[src/rtl/conv1d_seq_pkg.sv]
// Shared types and helpers for the Conv1D tile sequencer.
package conv1d_seq_pkg;

    typedef enum logic [2:0] {
        S_IDLE,
        S_LOAD_W,
        S_LOAD_I,
        S_LOAD_O,
        S_COMPUTE,
        S_DRAIN,
        S_WRITEBACK,
        S_DONE
    } seq_state_t;

    // Bit positions inside the 3-bit SRAM/L0 enable vectors.
    localparam int unsigned MEM_WEIGHT = 0;
    localparam int unsigned MEM_INPUT  = 1;
    localparam int unsigned MEM_OUTPUT = 2;

    // Address width for an array of n entries; at least 1 bit.
    function automatic int unsigned addr_w(input int unsigned n);
        return (n <= 1) ? 1 : $clog2(n);
    endfunction

endpackage

[src/rtl/conv1d_tile_sequencer_l0_transfer_counter.sv]
// Overhead-then-N transfer counter shared by all load and writeback phases.
// Restarts from zero whenever it is inactive or its phase completes.
module l0_transfer_counter
    import conv1d_seq_pkg::*;
#(
    parameter int unsigned Overhead  = 2,
    parameter int unsigned Max_Words = 5,
    localparam int unsigned IW = addr_w(Max_Words),
    localparam int unsigned CW = addr_w(Overhead + Max_Words + 1) + 1
) (
    input  logic          clk,
    input  logic          Reset,
    input  logic          active,
    input  logic [IW-1:0] last_idx,
    output logic [IW-1:0] idx,
    output logic          access_valid,
    output logic          write_valid,
    output logic [IW-1:0] write_idx,
    output logic          done
);

    logic [CW-1:0] cnt;
    logic [CW-1:0] last_access;

    // Decode the current phase cycle into access/done qualifiers.
    always_comb begin
        last_access  = CW'(Overhead) + CW'(last_idx);
        access_valid = active && (cnt >= CW'(Overhead)) && (cnt <= last_access);
        idx          = IW'(cnt - CW'(Overhead));
        done         = active && (cnt == last_access + CW'(1));
    end

    // Phase cycle counter plus the one-cycle write delay line.
    always_ff @(posedge clk) begin
        if (Reset) begin
            cnt         <= '0;
            write_valid <= 1'b0;
            write_idx   <= '0;
        end else begin
            cnt         <= (!active || done) ? '0 : cnt + CW'(1);
            write_valid <= access_valid;
            write_idx   <= idx;
        end
    end

endmodule

[src/rtl/conv1d_tile_sequencer.sv]
// Multi-tile Conv1D sequencer: loads, MAC stepping, partial-sum writeback.
// Optional macro CONV1D_SEQ_PERF_CNT_EN adds load/compute cycle counters.
module conv1d_tile_sequencer
    import conv1d_seq_pkg::*;
#(
    parameter int unsigned Weight_Nums    = 4,
    parameter int unsigned Output_Nums    = 8,
    parameter int unsigned L0_Weight_Nums = 2,
    parameter int unsigned L0_Output_Nums = 4,
    parameter int unsigned Pipeline_Tail  = 3,
    parameter int unsigned Load_Overhead  = 2,
    localparam int unsigned Input_Nums    = Output_Nums + Weight_Nums - 1,
    localparam int unsigned L0_Input_Nums = L0_Weight_Nums + L0_Output_Nums - 1,
    localparam int unsigned AW_MW = addr_w(Weight_Nums),
    localparam int unsigned AW_MI = addr_w(Input_Nums),
    localparam int unsigned AW_MO = addr_w(Output_Nums),
    localparam int unsigned AW_LW = addr_w(L0_Weight_Nums),
    localparam int unsigned AW_LI = addr_w(L0_Input_Nums),
    localparam int unsigned AW_LO = addr_w(L0_Output_Nums)
) (
    input  logic             clk,
    input  logic             Reset,
    input  logic             Start,
    output logic             Busy,
    output logic             Done,
    output logic [2:0]       Mem_En_R,
    output logic             Mem_En_W,
    output logic [AW_MW-1:0] Mem_Weight_Addr_Read,
    output logic [AW_MI-1:0] Mem_Input_Addr_Read,
    output logic [AW_MO-1:0] Mem_Output_Addr_Read,
    output logic [AW_MO-1:0] Mem_Output_Addr_Write,
    output logic [2:0]       L0_En_W,
    output logic [2:0]       L0_En_R,
    output logic [AW_LW-1:0] L0_Weight_Addr_Write,
    output logic [AW_LW-1:0] L0_Weight_Addr_Read,
    output logic [AW_LI-1:0] L0_Input_Addr_Write,
    output logic [AW_LI-1:0] L0_Input_Addr_Read,
    output logic [AW_LO-1:0] L0_Output_Addr_Write,
    output logic [AW_LO-1:0] L0_Output_Addr_Read,
    output logic             Computing,
    output logic             Initial_Accumulate,
    output logic             Partial_Select
`ifdef CONV1D_SEQ_PERF_CNT_EN
    ,
    output logic [31:0]      Perf_Load_Cycles,
    output logic [31:0]      Perf_Compute_Cycles
`endif
);

    localparam int unsigned WT_TILES = Weight_Nums / L0_Weight_Nums;
    localparam int unsigned OT_TILES = Output_Nums / L0_Output_Nums;
    localparam int unsigned AW_WT    = addr_w(WT_TILES);
    localparam int unsigned AW_OT    = addr_w(OT_TILES);
    localparam int unsigned AW_DR    = addr_w(Pipeline_Tail);
    localparam int unsigned MW1      = AW_MW + 1;
    localparam int unsigned MI1      = AW_MI + 1;
    localparam int unsigned MO1      = AW_MO + 1;
    localparam int unsigned LI1      = AW_LI + 1;

    if ((Weight_Nums % L0_Weight_Nums) != 0) begin : g_bad_lw
        $error("L0_Weight_Nums must divide Weight_Nums");
    end
    if ((Output_Nums % L0_Output_Nums) != 0) begin : g_bad_lo
        $error("L0_Output_Nums must divide Output_Nums");
    end
    if (Pipeline_Tail < 1) begin : g_bad_pt
        $error("Pipeline_Tail must be at least 1");
    end

    seq_state_t       state, state_nxt;
    logic [AW_WT-1:0] wt;
    logic [AW_OT-1:0] ot;
    logic [AW_LW-1:0] w_cnt;
    logic [AW_LO-1:0] o_cnt;
    logic [AW_DR-1:0] dr_cnt;
    logic             wt_last, ot_last, w_last, o_last, dr_last;

    logic [Pipeline_Tail-1:0] sr_v;
    logic [AW_LO-1:0]         sr_o [Pipeline_Tail];

    logic             x_active, x_acc, x_wr, x_done;
    logic [AW_LI-1:0] x_last, x_idx, x_wr_idx;

    l0_transfer_counter #(
        .Overhead  (Load_Overhead),
        .Max_Words (L0_Input_Nums)
    ) u_xfer (
        .clk          (clk),
        .Reset        (Reset),
        .active       (x_active),
        .last_idx     (x_last),
        .idx          (x_idx),
        .access_valid (x_acc),
        .write_valid  (x_wr),
        .write_idx    (x_wr_idx),
        .done         (x_done)
    );

    // Transfer length and wrap flags for the current state.
    always_comb begin
        x_active = 1'b0;
        x_last   = '0;
        case (state)
            S_LOAD_W: begin
                x_active = 1'b1;
                x_last   = AW_LI'(L0_Weight_Nums - 1);
            end
            S_LOAD_I: begin
                x_active = 1'b1;
                x_last   = AW_LI'(L0_Input_Nums - 1);
            end
            S_LOAD_O, S_WRITEBACK: begin
                x_active = 1'b1;
                x_last   = AW_LI'(L0_Output_Nums - 1);
            end
            default: ;
        endcase
        wt_last = (wt == AW_WT'(WT_TILES - 1));
        ot_last = (ot == AW_OT'(OT_TILES - 1));
        w_last  = (w_cnt == AW_LW'(L0_Weight_Nums - 1));
        o_last  = (o_cnt == AW_LO'(L0_Output_Nums - 1));
        dr_last = (dr_cnt == AW_DR'(Pipeline_Tail - 1));
    end

    // Next-state selection for the tile loop.
    always_comb begin
        state_nxt = state;
        case (state)
            S_IDLE:      if (Start) state_nxt = S_LOAD_W;
            S_LOAD_W:    if (x_done) state_nxt = S_LOAD_I;
            S_LOAD_I:    if (x_done) state_nxt = (wt != '0) ? S_LOAD_O : S_COMPUTE;
            S_LOAD_O:    if (x_done) state_nxt = S_COMPUTE;
            S_COMPUTE:   if (w_last && o_last) state_nxt = S_DRAIN;
            S_DRAIN:     if (dr_last) state_nxt = S_WRITEBACK;
            S_WRITEBACK: if (x_done) state_nxt = (wt_last && ot_last) ? S_DONE : S_LOAD_W;
            S_DONE:      state_nxt = S_IDLE;
            default:     state_nxt = S_IDLE;
        endcase
    end

    // State register and tile indices (weight tile inner, output tile outer).
    always_ff @(posedge clk) begin
        if (Reset) begin
            state <= S_IDLE;
            wt    <= '0;
            ot    <= '0;
        end else begin
            state <= state_nxt;
            if (state == S_IDLE && Start) begin
                wt <= '0;
                ot <= '0;
            end else if (state == S_WRITEBACK && x_done) begin
                if (wt_last) begin
                    wt <= '0;
                    ot <= ot_last ? '0 : ot + AW_OT'(1);
                end else begin
                    wt <= wt + AW_WT'(1);
                end
            end
        end
    end

    // MAC step counters (o outer, w inner) and drain counter.
    always_ff @(posedge clk) begin
        if (Reset || state != S_COMPUTE) begin
            w_cnt <= '0;
            o_cnt <= '0;
        end else if (w_last) begin
            w_cnt <= '0;
            o_cnt <= o_last ? '0 : o_cnt + AW_LO'(1);
        end else begin
            w_cnt <= w_cnt + AW_LW'(1);
        end
        if (Reset || state != S_DRAIN) begin
            dr_cnt <= '0;
        end else begin
            dr_cnt <= dr_cnt + AW_DR'(1);
        end
    end

    // Delay line that issues the L0 output write Pipeline_Tail cycles after an output's last tap.
    always_ff @(posedge clk) begin
        if (Reset) begin
            sr_v <= '0;
            for (int unsigned i = 0; i < Pipeline_Tail; i++) sr_o[i] <= '0;
        end else begin
            sr_v[0] <= (state == S_COMPUTE) && w_last;
            sr_o[0] <= o_cnt;
            for (int unsigned i = 1; i < Pipeline_Tail; i++) begin
                sr_v[i] <= sr_v[i-1];
                sr_o[i] <= sr_o[i-1];
            end
        end
    end

    // Memory/L0 enables and addresses decoded from state and counters.
    always_comb begin
        Busy                  = (state != S_IDLE);
        Done                  = (state == S_DONE);
        Computing             = (state == S_COMPUTE) || (state == S_DRAIN);
        Partial_Select        = (wt != '0);
        Initial_Accumulate    = 1'b0;
        Mem_En_R              = '0;
        Mem_En_W              = 1'b0;
        Mem_Weight_Addr_Read  = '0;
        Mem_Input_Addr_Read   = '0;
        Mem_Output_Addr_Read  = '0;
        Mem_Output_Addr_Write = '0;
        L0_En_W               = '0;
        L0_En_R               = '0;
        L0_Weight_Addr_Write  = '0;
        L0_Weight_Addr_Read   = '0;
        L0_Input_Addr_Write   = '0;
        L0_Input_Addr_Read    = '0;
        L0_Output_Addr_Write  = '0;
        L0_Output_Addr_Read   = '0;
        case (state)
            S_LOAD_W: begin
                Mem_En_R[MEM_WEIGHT]  = x_acc;
                Mem_Weight_Addr_Read  = AW_MW'(MW1'(wt) * MW1'(L0_Weight_Nums) + MW1'(x_idx));
                L0_En_W[MEM_WEIGHT]   = x_wr;
                L0_Weight_Addr_Write  = AW_LW'(x_wr_idx);
            end
            S_LOAD_I: begin
                Mem_En_R[MEM_INPUT]   = x_acc;
                Mem_Input_Addr_Read   = AW_MI'(MI1'(ot) * MI1'(L0_Output_Nums)
                                        + MI1'(wt) * MI1'(L0_Weight_Nums) + MI1'(x_idx));
                L0_En_W[MEM_INPUT]    = x_wr;
                L0_Input_Addr_Write   = x_wr_idx;
            end
            S_LOAD_O: begin
                Mem_En_R[MEM_OUTPUT]  = x_acc;
                Mem_Output_Addr_Read  = AW_MO'(MO1'(ot) * MO1'(L0_Output_Nums) + MO1'(x_idx));
                L0_En_W[MEM_OUTPUT]   = x_wr;
                L0_Output_Addr_Write  = AW_LO'(x_wr_idx);
            end
            S_COMPUTE: begin
                L0_En_R               = '1;
                L0_Weight_Addr_Read   = w_cnt;
                L0_Input_Addr_Read    = AW_LI'(LI1'(o_cnt) + LI1'(w_cnt));
                L0_Output_Addr_Read   = o_cnt;
                Initial_Accumulate    = (w_cnt == '0);
                L0_En_W[MEM_OUTPUT]   = sr_v[Pipeline_Tail-1];
                L0_Output_Addr_Write  = sr_o[Pipeline_Tail-1];
            end
            S_DRAIN: begin
                L0_En_W[MEM_OUTPUT]   = sr_v[Pipeline_Tail-1];
                L0_Output_Addr_Write  = sr_o[Pipeline_Tail-1];
            end
            S_WRITEBACK: begin
                L0_En_R[MEM_OUTPUT]   = x_acc;
                L0_Output_Addr_Read   = AW_LO'(x_idx);
                Mem_En_W              = x_wr;
                Mem_Output_Addr_Write = AW_MO'(MO1'(ot) * MO1'(L0_Output_Nums) + MO1'(x_wr_idx));
            end
            default: ;
        endcase
    end

`ifdef CONV1D_SEQ_PERF_CNT_EN
    // Saturating per-run cycle counters for load/writeback and compute/drain.
    always_ff @(posedge clk) begin
        if (Reset || (state == S_IDLE && Start)) begin
            Perf_Load_Cycles    <= '0;
            Perf_Compute_Cycles <= '0;
        end else begin
            if ((state == S_LOAD_W || state == S_LOAD_I || state == S_LOAD_O ||
                 state == S_WRITEBACK) && Perf_Load_Cycles != '1)
                Perf_Load_Cycles <= Perf_Load_Cycles + 32'd1;
            if (Computing && Perf_Compute_Cycles != '1)
                Perf_Compute_Cycles <= Perf_Compute_Cycles + 32'd1;
        end
    end
`endif

endmodule

[config.mk]
export PLATFORM = sky130hd
export DESIGN_NAME = conv1d_tile_sequencer
export DESIGN_NICKNAME = d
export VERILOG_FILES = /design/src/rtl/conv1d_seq_pkg.sv /design/src/rtl/conv1d_tile_sequencer_l0_transfer_counter.sv /design/src/rtl/conv1d_tile_sequencer.sv
export SDC_FILE = /design/constraint.sdc
export NUM_CORES = 1
export LEC_CHECK = 0
export ABC_AREA = 1
export CAP_MARGIN = 20
export CORE_MARGIN = 2
export CORE_UTILIZATION = 40
export DETAILED_ROUTE_END_ITERATION = 8
export PLACE_DENSITY = 0.68
export SYNTH_ARGS = -nofsm -noshare
export SYNTH_HDL_FRONTEND = slang
export SYNTH_SLANG_ARGS = --single-unit
[constraint.sdc]
create_clock -name clk -period 3.28 [get_ports clk]
set_input_delay 0.492 -clock clk [delete_from_list [all_inputs] [get_ports clk]]
set_output_delay 0.492 -clock clk [all_outputs]
set_load 0.05 [all_outputs]
# ---- Yosys cells after proc, flatten, opt, wreduce, memory -nomap -nowiden
# Memory sizes are Yosys's and may differ from the RTL's.
# Cells that the tools add are included.
dict set report word_totals {
  reg_bits 21
  mem_bits_rw 6
  inputBits 3
  word_cells 115
  memories 1
}
# memory words width read_ports rd_clocked_by_memory_dff write_ports line_no
set mem_list {}
lappend mem_list {sr_o 3 2 3 0 3 conv1d_tile_sequencer.sv:79} ;# logic [AW_LO-1:0] sr_o [Pipeline_Tail];
dict set report op_classes {
  add_sub_neg 15
  n_lt_le_gt_ge 2
  eq_ne 19
  n_mux 41
  bitwise 4
  reduce_logical 23
}
# op count
set ops {}
lappend ops {{$mux 3} 13}
lappend ops {{$pmux 3 s8} 1}
lappend ops {{$mux 1} 15}
lappend ops {{$eq 3x3->1 const B} 4}
lappend ops {{$mux 2} 6}
lappend ops {{$reduce_or 2->1} 5}
lappend ops {{$pmux 3 s3} 1}
lappend ops {{$add 4x1->4 const B} 2}
lappend ops {{$logic_and 1x1->1} 8}
lappend ops {{$ne 2x1->1 const B} 4}
lappend ops {{$pmux 2 s2} 2}
lappend ops {{$reduce_and 7->1} 1}
lappend ops {{$add 3x3->3} 2}
lappend ops {{$eq 3x2->1 const B} 2}
lappend ops {{$ne 2x2->1 const B} 3}
lappend ops {{$ne 3x3->1 const B} 2}
lappend ops {{$add 2x1->2 const B} 2}
lappend ops {{$add 2x3->4 const A} 1}
lappend ops {{$add 3x2->4} 1}
lappend ops {{$add 4x3->4} 1}
lappend ops {{$eq 2x2->1 const B} 2}
lappend ops {{$eq 4x4->1} 1}
lappend ops {{$ge 4x2->1 const B} 1}
lappend ops {{$le 4x4->1} 1}
lappend ops {{15 further kinds} 23}

# ---- Logic depth before layout (Yosys ltp)
# Gate-level depths: netlist of run 1.
dict set report logic_depth {
  ltp_word 9
  depth_mapped 15
}

# ---- By module
# A second synthesis of run 1 with hierarchy kept.
dict set report unflattened {
  hier_cells 254
  area_unflattened_um2 1675.4
}
# module n_inst cells_each area_per_inst_um2
set modules_own_cells {}
lappend modules_own_cells {conv1d_tile_sequencer 1 180 1141.1}
lappend modules_own_cells {l0_transfer_counter 1 74 534.3}

# ---- Least setup slack after synthesis of run 1
# OpenSTA, ideal clock, no wires.
dict set report synth_timing {
  path_kind {flip-flop to output port}
  startpoint {reg state[0]}
  endpoint {out L0_En_R[2]}
  arrival_time_ns 3.112
  setup_slack_ns -0.324
  path_stages_with_launch 12
  n_path_buf 1
  path_cell_list {dfxtp_1 inv_2 nand3_1 clkbuf_1 nand2_1 inv_1 ha_1 ha_1 nand2_1 o32ai_1 nand3_1 o21ai_0}
}
dict set report synth_between {
  elab_chain_len 7
  word_cells_on_any_way 14
}
# element line_no
set synth_lines {}
lappend synth_lines {{start, declared} conv1d_tile_sequencer.sv:70} ;# seq_state_t state, state_nxt;
lappend synth_lines {{start signal, assigned} conv1d_tile_sequencer.sv:148} ;# state <= state_nxt;
lappend synth_lines {{$eq 3x3->1 or $eq 3x2->1 (tied branches)} {conv1d_tile_sequencer.sv:103, conv1d_tile_sequencer.sv:217}}
lappend synth_lines {{$reduce_or 2->1} conv1d_tile_sequencer.sv:103} ;# case (state)
lappend synth_lines {{$pmux 3 s3} conv1d_tile_sequencer.sv:103}
lappend synth_lines {{$add 2x3->4} conv1d_tile_sequencer_l0_transfer_counter.sv:27} ;# last_access = CW'(Overhead) + CW'(last_idx);
lappend synth_lines {{$le 4x4->1} conv1d_tile_sequencer_l0_transfer_counter.sv:28} ;# access_valid = active && (cnt >= CW'(Overhead)) && (cnt <= last_access);
lappend synth_lines {{$logic_and 1x1->1} conv1d_tile_sequencer_l0_transfer_counter.sv:28}
lappend synth_lines {{$pmux 1 s2 (*)} conv1d_tile_sequencer.sv:217} ;# case (state)
lappend synth_lines {{end, declared} conv1d_tile_sequencer.sv:33} ;# output logic [2:0] L0_En_R,
# Every way passes the cells marked *; elsewhere a longest branch is shown, timed or not.

# ---- Worst setup path after layout of run 1
dict set report layout_timing {
  startpoint {reg state[0]}
  endpoint {out Mem_En_R[2]}
}
dict set report layout_between {
  elab_chain_len 7
  word_cells_on_any_way 13
}
# element line_no
set layout_lines {}
lappend layout_lines {{$eq 3x3->1 or $eq 3x2->1 (tied branches)} {conv1d_tile_sequencer.sv:103, conv1d_tile_sequencer.sv:217}}
lappend layout_lines {{$reduce_or 2->1} conv1d_tile_sequencer.sv:103}
lappend layout_lines {{$pmux 3 s3} conv1d_tile_sequencer.sv:103}
lappend layout_lines {{$add 2x3->4} conv1d_tile_sequencer_l0_transfer_counter.sv:27}
lappend layout_lines {{$le 4x4->1} conv1d_tile_sequencer_l0_transfer_counter.sv:28}
lappend layout_lines {{$logic_and 1x1->1} conv1d_tile_sequencer_l0_transfer_counter.sv:28}
lappend layout_lines {{$mux 1 (*)} conv1d_tile_sequencer.sv:217}
lappend layout_lines {{end, declared} conv1d_tile_sequencer.sv:26} ;# output logic [2:0] Mem_En_R,
# Marks and branches as above.

==> impl_results.md, run 1 <==
- Outcome: complete, no violations
- Area of the mapped netlist: approximately 0.0015 sq mm
- H-tree depth: 1
- First-pass GRT wire length: between 6000 and 7000 microns
- Initial antenna violation count: 0
- DRT antenna net count: 0
- Reg power frac: 0.305
- Largest family of logic cells by synthesized area: simple AND/OR/NAND/NOR gates
- DR pass1 iterations: 4
- Synth cell types: 26
- Top cells by area, synth: dfxtp_1 (35%), nor2_1 (14%), ha_1 (12%)
- Remaining routing DRC violations: 0
- Routed WL: between 3000 and 4000 microns
- Placed instance area: ~0.0020 sq mm
- Crit path kind: flip-flop to output port
- CTS tree: done
- Largest net degree at the start of global routing: 16
- Clock latency on the worst-skew pair: between 0.2 and 0.3 ns
- Final min period: just over 3 ns
- Post-synthesis sequential area ratio: 0.3538
- Longest Clk Path Bufs: 2
- FILL cells: 350
- Nets: ~280
- Synth async-reset ratio: 0
- Grt total ovfl: 0
- Postcts setup bufs: 0
- Switching share of power: 0.4883
- Crit-path slowest cell: dfxtp_1
- Vias post-DR: around 1500
- P_int: between 0.6 and 0.7 mW
- Area leader, netlist: dfxtp_1
- P per Cell Area: around 630 mW/mm^2
- F_max: roughly 0.32 GHz
- Psw: 0.6410 mW
- Share of layout cells above drive strength 1: 0.09091
- Total Power: 1.313 mW
- Post-Syn Instances: roughly 220
- Boundary pin count: between 40 and 50
- Slew Viols, Final: 0
- Final instance area: 0.002098 sq mm
- DIE WIDTH: approximately 66 microns
- CP arrival: ~2.6 ns
- Least-Margin Pin Slew: 0.5138 ns
- Slew margin rel.: 0.6564
- Most common flop cell mapped by yosys: dfxtp_1
- Syn nets: about 240
- Endpoint class of the critical path: output port
- Buffers added on ports: between 40 and 50
- XOR/XNOR share of the synthesized area: 0.02293
- Cells after DPL: 308
- Initial Util: 0.4173
- TritonCTS buffer count: 3
- Delay of the slowest critical-path stage: between 0.3 and 0.4 ns
- Final setup viols: 0
- Antenna Cells: 0
- Leading cell type in the layout, fill and taps excluded: nor2_1
- Ys Warns: 0
- Origin of the worst setup path: state[0]
- Die area: approximately 0.0043 sq mm
- Avg Cell Area, Syn: roughly 7.0 sq um
- Comb power frac: 0.555
- Clk pwr share: 0.140
- Min-delay src: sr_o[0][0]
- Vias in the first global route: 1393
- DRT iter0 DRCs: 45
- #FFs+latches synth: 27
- Worst IR drop on VDD: 451.8 uV
- CTS sink cnt: 27
- Post-cts hold buffer count: 0
- Post-cts gate resize count: 0
- Maxcap violations: 0
- CP Launch Type: flip-flop
- Worst EP required: between 2 and 3 ns
- Most frequent cells in the layout: nor2_1 (56), clkdlybuf4s50_1 (37), inv_1 (36)
- Non-Filler Instances: between 300 and 400
- Number of synthesized flops with an enable pin: 0
- Simple-Gate Fraction of Synth Area: 0.3096
- Num rows: 22
- Die height: about 66 microns
- Hold Violations, Final: 0
- CTS clk-pin slew, worst paths: roughly 0.09 ns
- Drt via density: 4.654
- Compound-Gate Fraction of Synth Area: 0.06716
- Worst Hold Class: flip-flop to flip-flop
- Average wire per standard cell: ~12 microns
- Gp weighted congestion: between 0.8 and 0.9
- Cell chain of the critical path: inv_2 -> nand2_1 -> nor2_1 -> ha_1 -> inv_1 -> ha_1 -> a21oi_1 -> nand2_1 -> o32ai_1 -> nand3_1 -> nor2_1 -> buf_12
- Root Driver: clkbuf_8
- GRT Total Usage: 0.1919
- Worst r2r src: state[0]
- RSZ-0062 raised after global routing: yes
- Core ar.: around 0.0037 sq mm
- Area added between synthesis and finish: 37.35%
- Max FO, Critical Path: 5
- Post-Route Skew: a little over 0.001 ns
- Post-synthesis mux area share: 0
- Post-synth top area share: 0.3538
- HPWL Detailed: 2816 microns
- Hold_ws: 0.4080 ns
- P_leak: 0.9364 nW
- Adder-Cell Fraction of Synth Area: 0.1360
- Crit share post-route: 0.9439
## worst paths after layout
kind,slack (ns),depth (start not counted),end
min,0.41,2,sr_o[0][2]
max,0.18,12,Mem_En_R[2]
max reg2reg,1.20,11,u_xfer.write_valid
min reg2reg,0.41,2,sr_o[0][2]
## cell usage after synthesis (2+ instances only)
| master | instances |
|---|---|
| xor2_1 | 2 |
| o22ai_1 | 3 |
| xnor2_1 | 2 |
| nand2_2 | 4 |
| inv_2 | 4 |
| clkbuf_1 | 2 |
| dfxtp_1 | 27 |
| inv_1 | 36 |
| a21oi_1 | 5 |
| nor3_1 | 3 |
| nor2_1 | 57 |
| nand3_2 | 3 |
| nand3_1 | 11 |
| o21ai_0 | 5 |
| ha_1 | 15 |
| nand2_1 | 30 |
## power by group through the flow
stage / clock network, mW / registers, mW / logic, mW
detailed placement: 0 / 0.407 / 0.726
CTS: 0.191 / 0.400 / 0.729
floorplan: 0 / 0.398 / 0.522
global route: 0.207 / 0.407 / 0.798
global placement: 0 / 0.406 / 0.728
finish: 0.184 / 0.400 / 0.728
## worst max-delay path: cells and delay by family, from the launching register on
family	cells	cell delay (ns)
flops	1	0.38
compound gates	2	0.23
buf+inv	3	0.34
fa+ha+maj	2	0.54
simple gates	5	0.86
## state kept, by name, indices dropped and copies added (netlist names), 2 cells and up
name	cells
u_xfer.cnt	4
dr_cnt	2
sr_o	6
o_cnt	2
u_xfer.write_idx	3
state	3
sr_v	3
## area by class of cell
type                    instances  area [sq um]  area share
repair buffers                 44         473.0      0.2254
clock buffers                   3         41.29     0.01968
clock inverters                 1         5.005    0.002385
inverters                      41         153.9     0.07335
well taps                      48         60.06     0.02862
flip-flops and latches         27         540.5      0.2576
multi-input cells             148         824.5      0.3930
## layer usage
metal | part of all wire | global-route usage | vias to the layer above
met5 | 0 | 0 | -
li1 | - | - | 770
met2 | 0.45 | 0.3258 | 36
met4 | 0.011 | 0.04167 | 0
met1 | 0.49 | 0.2489 | 642
met3 | 0.048 | 0.04089 | 4
## cells by family (layout without fill, tap and decap cells)
kind of cell / after synthesis / count (layout)
xor gates and xnor gates: 4 / 4
AOI/OAI and AO/OA: 17 / 17
and+or+nand+nor: 111 / 111
buffers and inverters: 44 / 89
DFF: 27 / 27
adders and majority gates: 16 / 16
## stage by stage
stage,TNS (ns),setup slack (ns),util
finish,0,0.1842,0.5731
global route,-0.009568,-0.009568,0.5731
CTS,0,0.1848,0.5714
detailed placement,0,0.5013,0.5588
global placement,0,0.5566,0.5588
floorplan,0,0.04672,-
No activity file was read; power rests on OpenSTA's default activity.
==> run 2, diff against run 1 <==
Settings changed: GPL_TIMING_DRIVEN from default to 0.
==> run 2 against run 1 <==
Sequential share of layout area is 0.16 points higher. Highest routed layer unchanged. Clock power is 4% higher. Sequential power is 2% higher. Count of clock-buffer cells in the layout stayed put. Die area stayed put. Register-to-register slack worse by 0.15 ns. Utilization hardly changed.
==> impl_results.md, run 2 (synthesized netlist as in run 1, its figures left out) <==
- Root Driver: clkbuf_8
- Largest regs: sr_o x6, u_xfer.cnt x4
- Routed WL: approximately 3700 microns
- DRT iter0 DRCs: 58
- DRT antenna net count: 0
- Post-Route Skew: ~0.003 ns
- First-pass GRT wire length: 6237 microns
- R2R setup slack: approximately 1.1 ns
- Setup TNS: 0 ns
- CP Buf/Inv Count: 4
- Most frequent cells in the layout: nor2_1 (56), clkdlybuf4s50_1 (37), inv_1 (36)
- Crit path to: L0_En_R[2]
- P_leak: 0.9260 nW
- Longest Clk Path Bufs: 2
- Die area: 0.004330 sq mm
- Grt total ovfl: 0
- Vias post-DR: 1486
- Die height: 65.80 microns
- CP Launch Type: flip-flop
- Endpoint class of the critical path: output port
- Reg with most FFs: sr_o
- Final setup viols: 0
- Origin of the worst setup path: state[0]
- Area added between synthesis and finish: 37.43%
- Cell family with most CP delay: adder cells
- Cells after DPL: slightly above 300
- Nets: between 200 and 300
- Gp weighted congestion: about 0.80
- Drt via density: ~4.8
- Placed instance area: between 0.0015 and 0.002 sq mm
- Delay of the slowest critical-path stage: approximately 0.37 ns
- DIE WIDTH: about 66 microns
- Worst r2r dst: u_xfer.write_valid
- Number of flip-flops in the largest register: 6
- Hold Violations, Final: 0
- P per Cell Area: 637.5 mW/mm^2
- CTS clk-pin slew, worst paths: 0.09 ns
- Worst Hold Class: flip-flop to flip-flop
- TritonCTS buffer count: 3
- Least-Margin Pin Slew: between 0.5 and 0.6 ns
- Antenna Cells: 0
- Core ar.: 0.003661 sq mm
- Post-Place Worst Slack: -0.6875 ns
- Remaining routing DRC violations: 0
- Cell chain of the critical path: inv_2 -> nand3_2 -> buf_6 -> nand2_2 -> inv_1 -> ha_1 -> ha_1 -> nand2_2 -> o32ai_2 -> nand3_2 -> o21ai_2 -> buf_6
- Clock latency on the worst-skew pair: roughly 0.27 ns
- RSZ-0062 raised after global routing: no
- Postcts setup bufs: 0
- Worst r2r src: state[0]
- Crit path kind: flip-flop to output port
- Maxcap violations: 0
- Final min period: roughly 3.1 ns
- CTS sink cnt: 27
- HPWL Detailed: 2848 microns
- DR pass1 iterations: 4
- Num rows: 22
- Crit share post-route: 0.9495
- Non-Filler Instances: about 310
- Final instance area: 0.002100 sq mm
- Vias in the first global route: 1371
- Slew margin rel.: 0.6540
- Average wire per standard cell: 11.96 microns
- R2R depth: 12
- Buffers added on ports: 41
- Crit-path slowest cell: dfxtp_2
- Max FO, Critical Path: 10
- Slew Viols, Final: 0
- Worst EP required: ~2.8 ns
- CP arrival: about 2.6 ns
- Worst IR drop on VDD: approximately 460 uV
- F_max: ~0.32 GHz
- Boundary pin count: 42
- Largest net degree at the start of global routing: 17
- H-tree depth: 1
- Outcome: complete, no violations
- GRT Total Usage: 0.1861
- Critical path depth: 12
- Leading cell type in the layout, fill and taps excluded: nor2_1
- Post-route worst setup slack: around 0.17 ns
- Initial antenna violation count: 0
- Initial Util: 0.4173
- Share of layout cells above drive strength 1: 0.1174
- CTS tree: done
## run 2: how the worst min path moves through the flow
stage / startpoint / to / slack (ns) / depth (start not counted)
3_5_place_dp: sr_o[0][0] / sr_o[0][2] / 0.39 / 2
3_3_place_gp: sr_v[1] / sr_v[2] / 0.39 / 2
2_1_floorplan: sr_o[0][0] / sr_o[0][2] / 0.39 / 2
5_1_grt: sr_o[0][1] / sr_o[0][3] / 0.41 / 2
4_1_cts: sr_o[0][0] / sr_o[0][2] / 0.41 / 2
6_report: sr_o[0][2] / sr_o[0][4] / 0.41 / 2
## run 2: area by class of cell
| cell class | instances | area [sq um] |
|---|---|---|
| Buffer | 3 | 22.52 |
| Clock buffer | 3 | 41.29 |
| Clock inverter | 1 | 7.507 |
| Fill cell | 393 | 1562 |
| Inverter | 41 | 153.9 |
| Multi-Input combinational cell | 148 | 854.6 |
| Sequential cell | 27 | 544.3 |
| Tap cell | 48 | 60.06 |
| Timing Repair Buffer | 41 | 415.4 |
## run 2: routing by layer
metal,up-vias,track usage,share of wire
met1,680,0.2426,0.47
met5,-,0,0
met2,35,0.3194,0.47
met3,2,0.03918,0.051
met4,0,0.03125,0.0067
li1,769,-,-
## run 2: per-stage QoR
stage | util | power (mW) | hold slack [ns]
after global placement | 0.5458 | 1.114 | 0.3901
after floorplan | - | 0.9207 | 0.3883
final | 0.5735 | 1.338 | 0.4052
after global routing | 0.5735 | 1.433 | 0.4146
after CTS | 0.5625 | 1.330 | 0.4059
after detailed placement | 0.5458 | 1.124 | 0.3927
## run 2: timing repair
action / 4_1_cts / 5_1_grt
endpoints found under the setup margin: 4 / 4
gates resized for setup: 31 / 12
pin swaps: 1 / 2
hold buffers: 0 / 0
## run 2: worst register-to-register path, stage by stage (launching register included)
cell and delay (ns):
dfxtp_2 0.37, inv_2 0.10, nand3_2 0.11, buf_6 0.17
nand2_2 0.10, inv_1 0.05, ha_1 0.28, ha_1 0.30
nand2_2 0.07, nor3_1 0.20, o32ai_2 0.14, nand3_2 0.17
nor2_1 0.06
## run 2: power breakdown
part           internal, mW  switching [mW]
clock                0.0863           0.106
combinational         0.228           0.511
sequential            0.363          0.0442
==> run 3, diff against run 2 <==
Settings changed: CORE_MARGIN 2 to 3, CTS_CLUSTER_SIZE from default to 12.
==> run 3 against run 2 <==
Wire length is 5.6% lower. Register-to-register slack worse by 0.07 ns. Count of clock-buffer cells in the layout stayed put. Maximum frequency is 0.29% higher. Clock skew is 0.0015 ns lower. Sequential power hardly changed. Via count is 4.0% lower. Cell area is 0.54% higher. Non-clock buffer count is 1 higher. Combinational power hardly changed. Die area is 6.2% higher. Critical path depth is 8 lower.
==> impl_results.md, run 3 (synthesized netlist as in run 1, its figures left out) <==
- Outcome: complete, no violations
- CTS tree: done
- H-tree depth: 1
- DRT antenna net count: 0
- Delay of the slowest critical-path stage: around 0.81 ns
- Num rows: 21
- Vias post-DR: around 1400
- Maxcap violations: 0
- Final instance area: between 0.002 and 0.0025 sq mm
- Core ar.: 0.003495 sq mm
- Hold_ws: 0.4048 ns
- FF+latch area: approximately 550 sq um
- Nets: between 200 and 300
- R2R setup slack: slightly below 1 ns
- Share of layout cells above drive strength 1: 0.1245
- Origin of the worst setup path: u_xfer.cnt[1]
- Post-Route Skew: about 0.0014 ns
- P per Cell Area: around 630 mW/mm^2
- Post-Place Worst Slack: -0.6511 ns
- First-pass GRT wire length: just under 6000 microns
- Area added between synthesis and finish: 38.17%
- Reg with most FFs: sr_o
- Number of flip-flops in the largest register: 6
- Boundary pin count: between 40 and 50
- Largest net degree at the start of global routing: 16
- Crit share post-route: 0.9468
- CP arrival: around 2.6 ns
- Worst EP required: between 2 and 3 ns
- Largest regs: sr_o x6, u_xfer.cnt x4
- DIE WIDTH: about 68 microns
- F_max: roughly 0.32 GHz
- Final min period: around 3.1 ns
- Cell chain of the critical path: ha_1 -> fa_1 -> nor2_1 -> clkdlybuf4s50_1
- Slew margin rel.: 0.6570
- Slew Viols, Final: 0
- Buffers added on ports: between 40 and 50
- CTS sink cnt: 27
- GRT Total Usage: 0.1741
- Worst r2r src: state[0]
- Hold Violations, Final: 0
- HPWL Detailed: roughly 2700 microns
- Least-Margin Pin Slew: just over 0.5 ns
- TritonCTS buffer count: 3
- Worst IR drop on VDD: approximately 410 uV
- Drt via density: 4.588
- Leading cell type in the layout, fill and taps excluded: nor2_1
- Crit-path slowest cell: clkdlybuf4s50_1
- Initial Util: 0.4372
- Grt total ovfl: 0
- Root Driver: clkbuf_8
- Post-route worst setup slack: around 0.17 ns
- CP Launch Type: flip-flop
- Crit path kind: flip-flop to output port
- Endpoint class of the critical path: output port
- DRT iter0 DRCs: 68
- Initial antenna violation count: 0
- Clock latency on the worst-skew pair: roughly 0.27 ns
- Worst Hold Class: flip-flop to flip-flop
- Area of the multi-input gates: 857.1 sq um
- Max FO, Critical Path: 10
- R2R depth: 13
- Routed WL: approximately 3500 microns
- Final setup viols: 0
- Placed instance area: 0.001996 sq mm
- P_leak: about 0.94 nW
- Worst r2r dst: u_xfer.write_valid
- Most frequent cells in the layout: nor2_1 (54), clkdlybuf4s50_1 (37), inv_1 (36)
- Die area: roughly 0.0046 sq mm
- Antenna Cells: 0
- Remaining routing DRC violations: 0
- Crit path to: Mem_Input_Addr_Read[2]
- Vias in the first global route: 1300
- DR pass1 iterations: 4
- FILL cells: 331
- Longest Clk Path Bufs: 2
- Die height: between 60 and 70 microns
- RSZ-0062 raised after global routing: no
- CTS clk-pin slew, worst paths: 0.09 ns
- Gp weighted congestion: approximately 0.8
- Average wire per standard cell: between 10 and 15 microns
==> run 3: cell type report <==
class                      count  area share
multi-input combinational    148      0.4060
timing repair buffer          42      0.2004
inverter                      41     0.07291
tap                           46     0.02727
buffer                         3     0.01245
clock inverter                 1    0.002371
clock buffer                   3     0.01956
sequential                    27      0.2590
==> run 3: power by group <==
group | total, mW | internal [mW] | switching [mW]
logic | 0.739 | 0.229 | 0.510
clock network | 0.187 | 0.0851 | 0.102
registers | 0.408 | 0.365 | 0.0429
total | 1.33 | 0.679 | 0.655
==> run 3: through the flow <==
stage                     cells    util  setup TNS (ns)  total power, mW
final                       311  0.6040               0            1.334
after floorplan             219       -               0           0.9207
after detailed placement    306  0.5711          -2.524            1.117
after CTS                   311  0.5915               0            1.322
after global routing        311  0.6040               0            1.431
after global placement      306  0.5711          -2.461            1.113
==> run 3: worst min path at each step <==
stage	cells after the start	slack (ns)	from	to
4_1_cts	2	0.41	sr_o[0][0]	sr_o[0][2]
2_1_floorplan	2	0.39	sr_o[0][0]	sr_o[0][2]
3_3_place_gp	2	0.39	sr_o[0][3]	sr_o[0][5]
6_report	2	0.40	sr_o[0][0]	sr_o[0][2]
5_1_grt	2	0.42	sr_v[1]	sr_v[2]
3_5_place_dp	2	0.39	sr_o[0][0]	sr_o[0][2]
==> run 3: critical path, delay by kind of cell (launching register included) <==
family,cells,cell delay [ns]
simple gates,1,0.10
flops,1,0.58
buf+inv,1,0.81
fa+ha+maj,2,0.84
==> run 3: per-layer routing <==
metal,share of wire,vias to the layer above,track usage
met1,0.51,618,0.2276
met5,0,-,0
met4,0.014,0,0.06700
li1,-,777,-
met2,0.43,27,0.2758
met3,0.043,5,0.04160
==> run 3: what timing repair did <==
| item | in CTS | in global routing |
|---|---|---|
| setup endpoints to repair | 4 | 4 |
| pin swaps | 2 | 2 |
| cloned | 0 | 0 |
| hold buffers | 0 | 0 |
| resized for setup | 32 | 13 |
| buffers inserted | 1 | 0 |
